===== src/rtl/hwt_seq_trigger.sv =====
// Counts y_in rising edges within an inactivity window, arms at THRESH, and pulses fire on the next edge; 1-cycle latency, no backpressure.
// Optional HWT_STICKY_FIRE_EN: FIRE becomes terminal until rst_n or clr.
module hwt_seq_trigger #(
   parameter int CNT_W       = 8,
   parameter int THRESH      = 16,
   parameter int WINDOW      = 64,
   parameter int FIRE_CYCLES = 4
) (
   input  logic             clk,
   input  logic             rst_n,
   input  logic             y_in,
   input  logic             clr,
   output logic [CNT_W-1:0] trig_cnt,
   output logic             armed,
   output logic             fire
);

   localparam int WIN_W = $clog2(WINDOW + 1);

   localparam logic [1:0] S_IDLE  = 2'd0;
   localparam logic [1:0] S_COUNT = 2'd1;
   localparam logic [1:0] S_ARMED = 2'd2;
   localparam logic [1:0] S_FIRE  = 2'd3;

   localparam logic [CNT_W-1:0] CNT_THR  = CNT_W'(THRESH);
   localparam logic [CNT_W-1:0] CNT_ONE  = CNT_W'(1);
   localparam logic [WIN_W-1:0] WIN_LAST = WIN_W'(WINDOW - 1);
   localparam logic [WIN_W-1:0] WIN_ONE  = WIN_W'(1);

   logic [1:0]       state;
   logic [1:0]       state_nxt;
   logic [CNT_W-1:0] cnt;
   logic [CNT_W-1:0] cnt_nxt;
   logic [CNT_W-1:0] cnt_inc;
   logic [WIN_W-1:0] win;
   logic [WIN_W-1:0] win_nxt;
   logic             y_q;
   logic             rise;

`ifndef HWT_STICKY_FIRE_EN
   localparam int FC_W = $clog2(FIRE_CYCLES + 1);
   localparam logic [FC_W-1:0] FC_LAST = FC_W'(FIRE_CYCLES - 1);
   localparam logic [FC_W-1:0] FC_ONE  = FC_W'(1);

   logic [FC_W-1:0] fcnt;
   logic [FC_W-1:0] fcnt_nxt;
`endif

   assign rise    = y_in & ~y_q;
   assign cnt_inc = cnt + CNT_ONE;

   always_comb begin
      state_nxt = state;
      cnt_nxt   = cnt;
      win_nxt   = win;
`ifndef HWT_STICKY_FIRE_EN
      fcnt_nxt  = fcnt;
`endif
      if (clr) begin
         // clr wins over any coincident edge; y_q keeps sampling so a held-high y_in stays one edge
         state_nxt = S_IDLE;
         cnt_nxt   = '0;
         win_nxt   = '0;
`ifndef HWT_STICKY_FIRE_EN
         fcnt_nxt  = '0;
`endif
      end else begin
         case (state)
            S_IDLE: begin
               cnt_nxt = '0;
               if (rise) begin
                  cnt_nxt   = CNT_ONE;
                  win_nxt   = '0;
                  state_nxt = (THRESH == 1) ? S_ARMED : S_COUNT;
               end
            end
            S_COUNT: begin
               if (rise) begin
                  cnt_nxt = cnt_inc;
                  win_nxt = '0;
                  if (cnt_inc == CNT_THR) begin
                     state_nxt = S_ARMED;
                  end
               end else if (win == WIN_LAST) begin
                  state_nxt = S_IDLE;
                  cnt_nxt   = '0;
                  win_nxt   = '0;
               end else begin
                  win_nxt = win + WIN_ONE;
               end
            end
            S_ARMED: begin
               cnt_nxt = CNT_THR;
               if (rise) begin
                  state_nxt = S_FIRE;
`ifndef HWT_STICKY_FIRE_EN
                  fcnt_nxt  = '0;
`endif
               end
            end
            S_FIRE: begin
`ifndef HWT_STICKY_FIRE_EN
               if (fcnt == FC_LAST) begin
                  state_nxt = S_IDLE;
                  cnt_nxt   = '0;
                  fcnt_nxt  = '0;
               end else begin
                  fcnt_nxt = fcnt + FC_ONE;
               end
`endif
            end
            default: begin
               state_nxt = S_IDLE;
               cnt_nxt   = '0;
               win_nxt   = '0;
            end
         endcase
      end
   end

   always_ff @(posedge clk or negedge rst_n) begin
      if (!rst_n) begin
         state <= S_IDLE;
         cnt   <= '0;
         win   <= '0;
         y_q   <= 1'b0;
      end else begin
         state <= state_nxt;
         cnt   <= cnt_nxt;
         win   <= win_nxt;
         y_q   <= y_in;
      end
   end

`ifndef HWT_STICKY_FIRE_EN
   always_ff @(posedge clk or negedge rst_n) begin
      if (!rst_n) begin
         fcnt <= '0;
      end else begin
         fcnt <= fcnt_nxt;
      end
   end
`endif

   assign armed    = (state == S_ARMED);
   assign fire     = (state == S_FIRE);
   assign trig_cnt = cnt;

endmodule


===== config.mk =====
export PLATFORM = sky130hd
export DESIGN_NAME = hwt_seq_trigger
export DESIGN_NICKNAME = d
export VERILOG_FILES = /design/src/rtl/hwt_seq_trigger.sv
export SDC_FILE = /design/constraint.sdc
export NUM_CORES = 1
export LEC_CHECK = 0
export ABC_AREA = 1
export CORE_MARGIN = 1
export CORE_UTILIZATION = 49
export CTS_BUF_LIST = sky130_fd_sc_hd__clkbuf_4 sky130_fd_sc_hd__clkbuf_8 sky130_fd_sc_hd__clkbuf_16
export DETAILED_ROUTE_END_ITERATION = 10
export PLACE_DENSITY = 0.71
export SLEW_MARGIN = 5
export SYNTH_ARGS = -nofsm -noshare
export SYNTH_HDL_FRONTEND = slang
export SYNTH_SLANG_ARGS = --single-unit

===== constraint.sdc =====
create_clock -name clk -period 3.2 [get_ports clk]
set_input_delay 0.8 -clock clk [delete_from_list [all_inputs] [get_ports clk]]
set_output_delay 0.8 -clock clk [all_outputs]
set_load 0.01 [all_outputs]

* Word-level counts from Yosys, hierarchy flattened
Index checks and enable logic that the tools add are counted.
** Operators by class
- Add/subtract/negate cells :: 3
- Equal/unequal tests :: 11
- Muxes and demuxes :: 23
- Bitwise logic cells :: 2
- Reductions and logical operators :: 7
** Operators by type and width (count)
- two-way mux 8 bit :: 4
- case mux 8 bit (4 select lines) :: 1
- two-way mux 7 bit :: 4
- two-way mux 2 bit :: 7
- case mux 7 bit (2 select lines) :: 1
- two-way mux 3 bit :: 3
- adder 8 x 1 -> 8 bit, second input constant :: 1
- equality test 8 x 5 -> 1 bit, second input constant :: 1
- inequality test 4 bit, second input constant :: 2
- case mux 2 bit (4 select lines) :: 1
- adder 7 x 1 -> 7 bit, second input constant :: 1
- equality test 7 x 6 -> 1 bit, second input constant :: 1
- inequality test 3 x 2 -> 1 bit, second input constant :: 2
- case mux 3 bit (2 select lines) :: 1
- AND reduction 2 bit :: 3
- nonzero test 3 bit :: 2
- AND reduction 5 bit :: 1
- equality test 2 bit, second input constant :: 2
- adder 3 x 1 -> 3 bit, second input constant :: 1
- equality test 3 x 2 -> 1 bit, second input constant :: 1
- inequality test 3 bit, second input constant :: 1
- equality test 2 x 1 -> 1 bit, second input constant :: 1
- zero test 2 bit :: 1
- AND 1 bit :: 1
- other kinds (2) :: 2
** Storage, ports and cells
- Bits in registers :: 21
- Input bits :: 4
- Output and inout bits :: 10
- Logic and storage cells :: 51

* Depth between registers and ports, before layout
Gate-level depths: netlist (run 1).
- Depth in word-level cells :: 6
- Depth in mapped cells :: 11
- Gate-level depth less buffers :: 11

* Worst setup path after synthesis (run 1)
No wires, ideal clock.
- Kind :: input port to flip-flop
- Start point :: input clr
- End point :: register state[0]
- Library setup time :: 0.117 ns
- Arrival time :: 1.487 ns
- Required time :: 3.083 ns
- Slack :: 1.596 ns
- Stages :: 8
- Buffers on the path :: 0
- Path through :: nor2_2 -> nand3_2 -> nor2_4 -> nand3_2 -> nand2_1 -> nor2_2 -> nand3_1 -> nand2_1
** Between the ends
- Cells in the longest elaborated chain, start to end :: 2
- Elaborated cells between the ends (all ways) :: 7
- Classes of those cells :: 5 x eq/ne; 1 x mux; 1 x reduce/logical
** Ends and longest elaborated chain
- from (decl) :: line 12 : input logic clr,
- inequality test 4 bit (no line), or another cell as far along
- AND reduction 5 bit (no line)
- to (signal assigned) :: line 128 : state <= state_nxt;
- to (decl) :: line 30 : logic [1:0] state;
Several ways; a longest one is shown, not always the timed one.
A chain may end at the register's enable or synchronous reset.

* Worst setup path after layout (run 1)
- Start point :: register state[1]
- End point :: output armed
** Between the ends
- Cells in the longest elaborated chain, start to end :: 1
** Ends and longest elaborated chain
- equality test 2 bit :: line 145 : assign armed = (state == S_ARMED);
- to (decl) :: line 14 : output logic armed,
Every way passes these cells.

==> results by group, run 1 <==
Place
  – Placed Instance Area: 1361 um2
  – IO Port Bufs: 13
  – Gpl congestion: between 0.8 and 0.9
  – Hpwl dp: between 1.5 and 2 mm

Layout
  – Layout area overhead: 16.84%
  – Most common cell after layout, fill and taps aside: nand2_1
  – Commonest non-fill, non-tap cells in the layout: 34 x nand2_1, 28 x inv_1, 21 x dfrtp_1, 14 x nand3_1
  – # nets final: 180
  – Final instance area: 1389 um2
  – Ant diodes: 0
  – Share of layout cells above drive strength 1: 12.79%

Timing
  – Hold Fails Final Rpt: 0
  – Period utilization: around 74%
  – Fmax: 425.1 MHz
  – Slew Limit Fails: 0
  – Fin crit period: 2353 ps
  – Worst-margin pin slew: 304.6 ps
  – Min Hold Slack: 494.9 ps
  – Final TNS setup: 0 ps
  – Slew margin rel.: 79.69%
  – Clock skew: 1.647 ps
  – Setup violations, final: 0
  – Unrepaired setup endpoints after global routing: false

Worst setup path
  – Worst path required time: 2400 ps
  – Slowest CP cell: clkdlybuf4s50_1
  – CP endpoint kind: output pin
  – Startpoint types: register
  – CP Max Fanout: 4
  – Setup CP Type: register to output pin
  – Crit path cell chain: inv_1 > nor2_1 > clkdlybuf4s50_1
  – Worst Path Arrival: 1550 ps
  – Delay of the slowest critical-path stage: ~560 ps

Clock tree
  – CTS Root Buffer Type: clkbuf_4
  – Post-cts sizing count: 0
  – Cts hold-fix bufs: 0
  – Cts bufs inserted: 3
  – Clock Tree Buf Depth: 2
  – CTS sink cnt: 21
  – H-Tree Depth: 1
  – Clock-pin slew on the worst setup and hold paths: 120 ps
  – Clock Latency Late Sink: between 300 and 400 ps
  – Post-CTS Repair Setup Buffers: 0
  – CTS tree: built

Min path
  – Worst hold path class: register to register

Logic synthesis
  – Syn nets: 161
  – Largest area contributor in the netlist: dfrtp_1
  – Synth warn: 0
  – Share of the synthesized area in the top cell type: 44.21%
  – Register bit total from synthesis: 21
  – Top cells by area, synth: dfrtp_1 44%, nand2_1 11%, inv_1 8.8%
  – Syn Std Cell Area: roughly 1200 um2
  – Post-Syn Instances: 154
  – Yosys cell types: 26
  – Sequential area share after synthesis: between 40% and 50%
  – Syn Area/Cell: 7.718 um2

Floorplan
  – Die W: 51.25 um
  – Initial core utilization: 52.72%
  – Die H: 51.25 um
  – Row count: 17
  – Die area: 2627 um2
  – Io pins: 14
  – Core area: 2255 um2

Global route
  – Antenna violations before repair: 0
  – Vias in the first global route: 963
  – First-pass GRT wire length: 4.119 mm
  – GRT Residual Overflow: 0
  – Pin count of the biggest net entering global routing: 22
  – GR Util All Layers: 20.82%

Route
  – Via density per instance: 5.160
  – Drc violations: 0
  – Initial DRC Count: 29
  – Total iterations of the first detailed-routing run: 4
  – Routed WL: 2.368 mm
  – Residual antenna-violating net count after detailed routing: 0
  – Vias: between 1000 and 1500
  – WL per Instance: 11.84 um

Outcome
  – Status: finished clean

Power and ir drop
  – Total power: 0.0006071 W
  – Pleak: around 0.68 nW
  – PwrDens: about 440 nW/um2
  – Worst VDD drop: 0.3162 mV

Flow run
  – Max_cap viols: 0
-- cell type report --
class / count / area (um2)
clock buffers: 3 / 22.52
multi-input cells: 104 / 554.3
well taps: 28 / 35.03
inverters: 29 / 108.9
clock inverters: 1 / 5.005
fillers: 221 / 865.8
flip-flops and latches: 21 / 525.5
repair buffers: 14 / 137.6
-- worst max-delay path: cells and delay by family, from the launching register on --
kind / cells / cell delay, ps
and+or+nand+nor: 1 / 150
DFF: 1 / 440
buffers and inverters: 2 / 650
-- flip-flops by register name (all words and copies together), names as in the netlist --
register / count
state: 2
trig_cnt: 8
y_q: 1
win: 7
fcnt: 3
-- synthesized netlist by cell type --
master	n
or2_1	1
nand3_1	14
nor3b_1	1
o21ai_0	4
nand2_1	34
nor3_1	2
inv_1	28
nand2_4	1
a21boi_0	1
a22o_1	1
nor2_4	1
a21o_1	1
inv_2	1
dfrtp_1	21
nand2_2	4
ha_1	3
nor2_2	5
nand3_2	3
nor2_1	13
xnor2_1	1
nand4_1	1
o21ai_2	2
o21ai_1	1
a21oi_1	7
o22ai_1	2
xor2_1	1
-- final timing paths --
check	start	endpoint	slack [ps]	cells after the start
min in group asynchronous	rst_n	trig_cnt[2]	830	2
max	state[1]	armed	850	3
min reg2reg	fcnt[0]	fcnt[0]	490	1
max reg2reg	trig_cnt[0]	state[0]	1660	11
max in group asynchronous	rst_n	win[5]	2150	2
min	fcnt[0]	fcnt[0]	490	1
-- power breakdown --
| part | leakage (nW) | internal [W] | switching, W |
|---|---|---|---|
| clock network | 0.0177 | 0.0000467 | 0.0000865 |
| registers | 0.288 | 0.000288 | 0.0000295 |
| logic | 0.374 | 0.0000566 | 0.0000995 |
| total | 0.680 | 0.000392 | 0.000216 |
-- logic make-up after synthesis --
family	after synthesis	synth area share (%)
buf+inv	29	9.158
flops	21	44.21
fa+ha+maj	3	3.158
xor+xnor	2	1.474
simple gates	80	32.42
compound gates	19	9.579
-- metrics by stage --
stage               cells  setup WS [ps]  util [%]
finish                200          847.4     61.60
global route          200          813.9     61.60
CTS                   200          836.8     61.60
detailed placement    196          893.6     60.38
global placement      196          923.7     60.38
floorplan             154           1596         -
-- metal layers --
layer | vias to the layer above | share of wire [%] | GRT usage, %
met4 | 0 | 1.4 | 7.207
met2 | 24 | 46 | 34.21
met1 | 479 | 48 | 28.09
li1 | 524 | - | -
met3 | 5 | 3.9 | 2.679
met5 | - | 0 | 0
Power figures use the tool's default switching activity.
==> inputs of run 2 (changes only) <==
clock period = 2.45 ns   (was 3.2 ns; I/O delays follow)
==> run 2 against run 1 <==
Final cell count unchanged. Sequential share of layout area is the same. Via count is 1.4% lower. Critical path type unchanged. Critical endpoint unchanged. Largest power group unchanged.
==> results by group, run 2 (synthesized netlist as in run 1, its figures left out) <==
Clock tree
  – Post-cts sizing count: 0 (unchanged)
  – CTS Root Buffer Type: clkbuf_4
  – Clock Latency Late Sink: 300 ps (about the same)
  – CTS sink cnt: 21 (unchanged)
  – H-Tree Depth: 1 (unchanged)
  – Cts bufs inserted: 3 (unchanged)
  – Post-CTS Repair Setup Buffers: 0 (unchanged)
  – Cts hold-fix bufs: 0 (unchanged)
  – Clock-pin slew on the worst setup and hold paths: 120 ps (about the same)
  – CTS tree: built
  – Clock Tree Buf Depth: 2 (unchanged)

Worst setup path
  – Worst Path Arrival: 1520 ps (-30 ps)
  – CP endpoint kind: output pin
  – Crit path cell chain: nor2_1 > clkdlybuf4s50_1
  – Worst path required time: 1840 ps (-560 ps)
  – Startpoint types: register
  – Setup CP Type: register to output pin
  – CP Max Fanout: 7 (+3)
  – Slowest CP cell: clkdlybuf4s50_1
  – Delay of the slowest critical-path stage: 550 ps (about the same)

Floorplan
  – Die area: 2627 um2 (unchanged)
  – Die W: 51.25 um (unchanged)
  – Core area: 2255 um2 (unchanged)
  – Io pins: 14 (unchanged)
  – Row count: 17 (unchanged)
  – Initial core utilization: 52.72% (unchanged)
  – Die H: 51.25 um (unchanged)

Route
  – Total iterations of the first detailed-routing run: 4 (unchanged)
  – Via density per instance: 5.090 (-1.4%)
  – Initial DRC Count: 20 (-31%)
  – WL per Instance: 11.77 um (-0.59%)
  – Routed WL: 2.354 mm (-0.59%)
  – Vias: 1018 (-1.4%)
  – Residual antenna-violating net count after detailed routing: 0 (unchanged)
  – Drc violations: 0 (unchanged)

Timing
  – Unrepaired setup endpoints after global routing: false
  – Fmax: 469.9 MHz
  – Final TNS setup: 0 ps (unchanged)
  – Worst-margin pin slew: 312.9 ps (+8.325 ps)
  – Final worst slack: 321.9 ps (-525.4 ps)
  – Setup violations, final: 0 (unchanged)
  – Hold Fails Final Rpt: 0 (unchanged)
  – Slew margin rel.: 79.13% (-0.56 points)
  – Slew Limit Fails: 0 (unchanged)
  – Period utilization: 86.86%
  – Fin crit period: between 2000 and 2500 ps
  – Clock skew: 1.435 ps (-0.2122 ps)

Global route
  – GR Util All Layers: 21.00% (+0.18 points)
  – Pin count of the biggest net entering global routing: 22 (unchanged)
  – Antenna violations before repair: 0 (unchanged)
  – First-pass GRT wire length: 4.153 mm (+0.83%)
  – Vias in the first global route: 988 (+2.6%)
  – GRT Residual Overflow: 0 (unchanged)

Layout
  – Largest register FFs: 8 (unchanged)
  – Ant diodes: 0 (unchanged)
  – Share of layout cells above drive strength 1: 12.79% (unchanged)
  – # nets final: 180 (unchanged)
  – Number of fill cells: 219 (-0.90%)
  – Most common cell after layout, fill and taps aside: nand2_1
  – Layout area overhead: 16.84% (unchanged)
  – Commonest non-fill, non-tap cells in the layout: 34 x nand2_1, 28 x inv_1, 21 x dfrtp_1, 14 x nand3_1

Flow run
  – Max_cap viols: 0 (unchanged)

Place
  – IO Port Bufs: 13 (unchanged)
  – Hpwl dp: 1.805 mm (-0.53%)
  – Post-Place Worst Slack: 329.2 ps (-564.5 ps)
  – Gpl congestion: 0.8531 (+1.9%)

Power and ir drop
  – PwrDens: 569.9 nW/um2 (+30%)
  – Pleak: 0.6795 nW (unchanged)
  – Worst VDD drop: 0.3882 mV (+23%)

Outcome
  – Status: finished clean

Min path
  – Worst hold path class: register to register
-- run 2: cell counts in the layout (fill, tap and decap cells not counted) --
No cell type changed its count.
-- run 2: per-stage QoR --
| step | area (um2) | power, W | hold WS [ps] | cells | utilization, % |
|---|---|---|---|---|---|
| 6_report | 1389 | 0.0007916 | 496.7 | 200 | 61.60 |
| 5_1_grt | 1389 | 0.0008459 | 528.5 | 200 | 61.60 |
| 4_1_cts | 1389 | 0.0008001 | 503.3 | 200 | 61.60 |
| 3_5_place_dp | 1361 | 0.0006269 | 486.1 | 196 | 60.38 |
| 3_3_place_gp | 1361 | 0.0006177 | 469.1 | 196 | 60.38 |
| 2_1_floorplan | 1189 | 0.0005535 | 316.9 | 154 | - |
-- run 2: power by group --
| group | switching (W) | internal, W |
|---|---|---|
| sequential | 0.0000393 | 0.000376 |
| combinational | 0.000129 | 0.0000744 |
| clock | 0.000111 | 0.0000609 |
| total | 0.000280 | 0.000512 |
-- run 2: worst max-delay path, delay by kind of cell (launching register included) --
kind | cells | cell delay [ps]
simple gates | 1 | 170
flops | 1 | 490
buf+inv | 1 | 550
-- run 2: worst paths after layout --
path | from | depth (start not counted) | slack, ps | endpoint
worst max register to register | trig_cnt[0] | 11 | 910 | state[1]
worst max-delay path | state[0] | 2 | 320 | armed
min in group asynchronous | rst_n | 2 | 640 | trig_cnt[1]
worst min register to register | fcnt[0] | 1 | 500 | fcnt[0]
worst min-delay path | fcnt[0] | 1 | 500 | fcnt[0]
max in group asynchronous | rst_n | 2 | 1600 | win[6]
-- run 2: cell type report --
type | count | area [um2] | area share, %
multi-input combinational | 104 | 554.3 | 39.91
inverter | 29 | 108.9 | 7.838
tap | 28 | 35.03 | 2.523
clock buffer | 3 | 22.52 | 1.622
clock inverter | 1 | 5.005 | 0.3604
timing repair buffer | 14 | 137.6 | 9.910
sequential | 21 | 525.5 | 37.84
-- run 2: routing by layer --
layer / vias to the layer above / track usage, % / routed length, um
met5: - / 0 / 0
met4: 0 / 6.757 / 30
met3: 4 / 2.679 / 74
met2: 19 / 34.21 / 1078
met1: 474 / 28.87 / 1171
li1: 521 / - / -
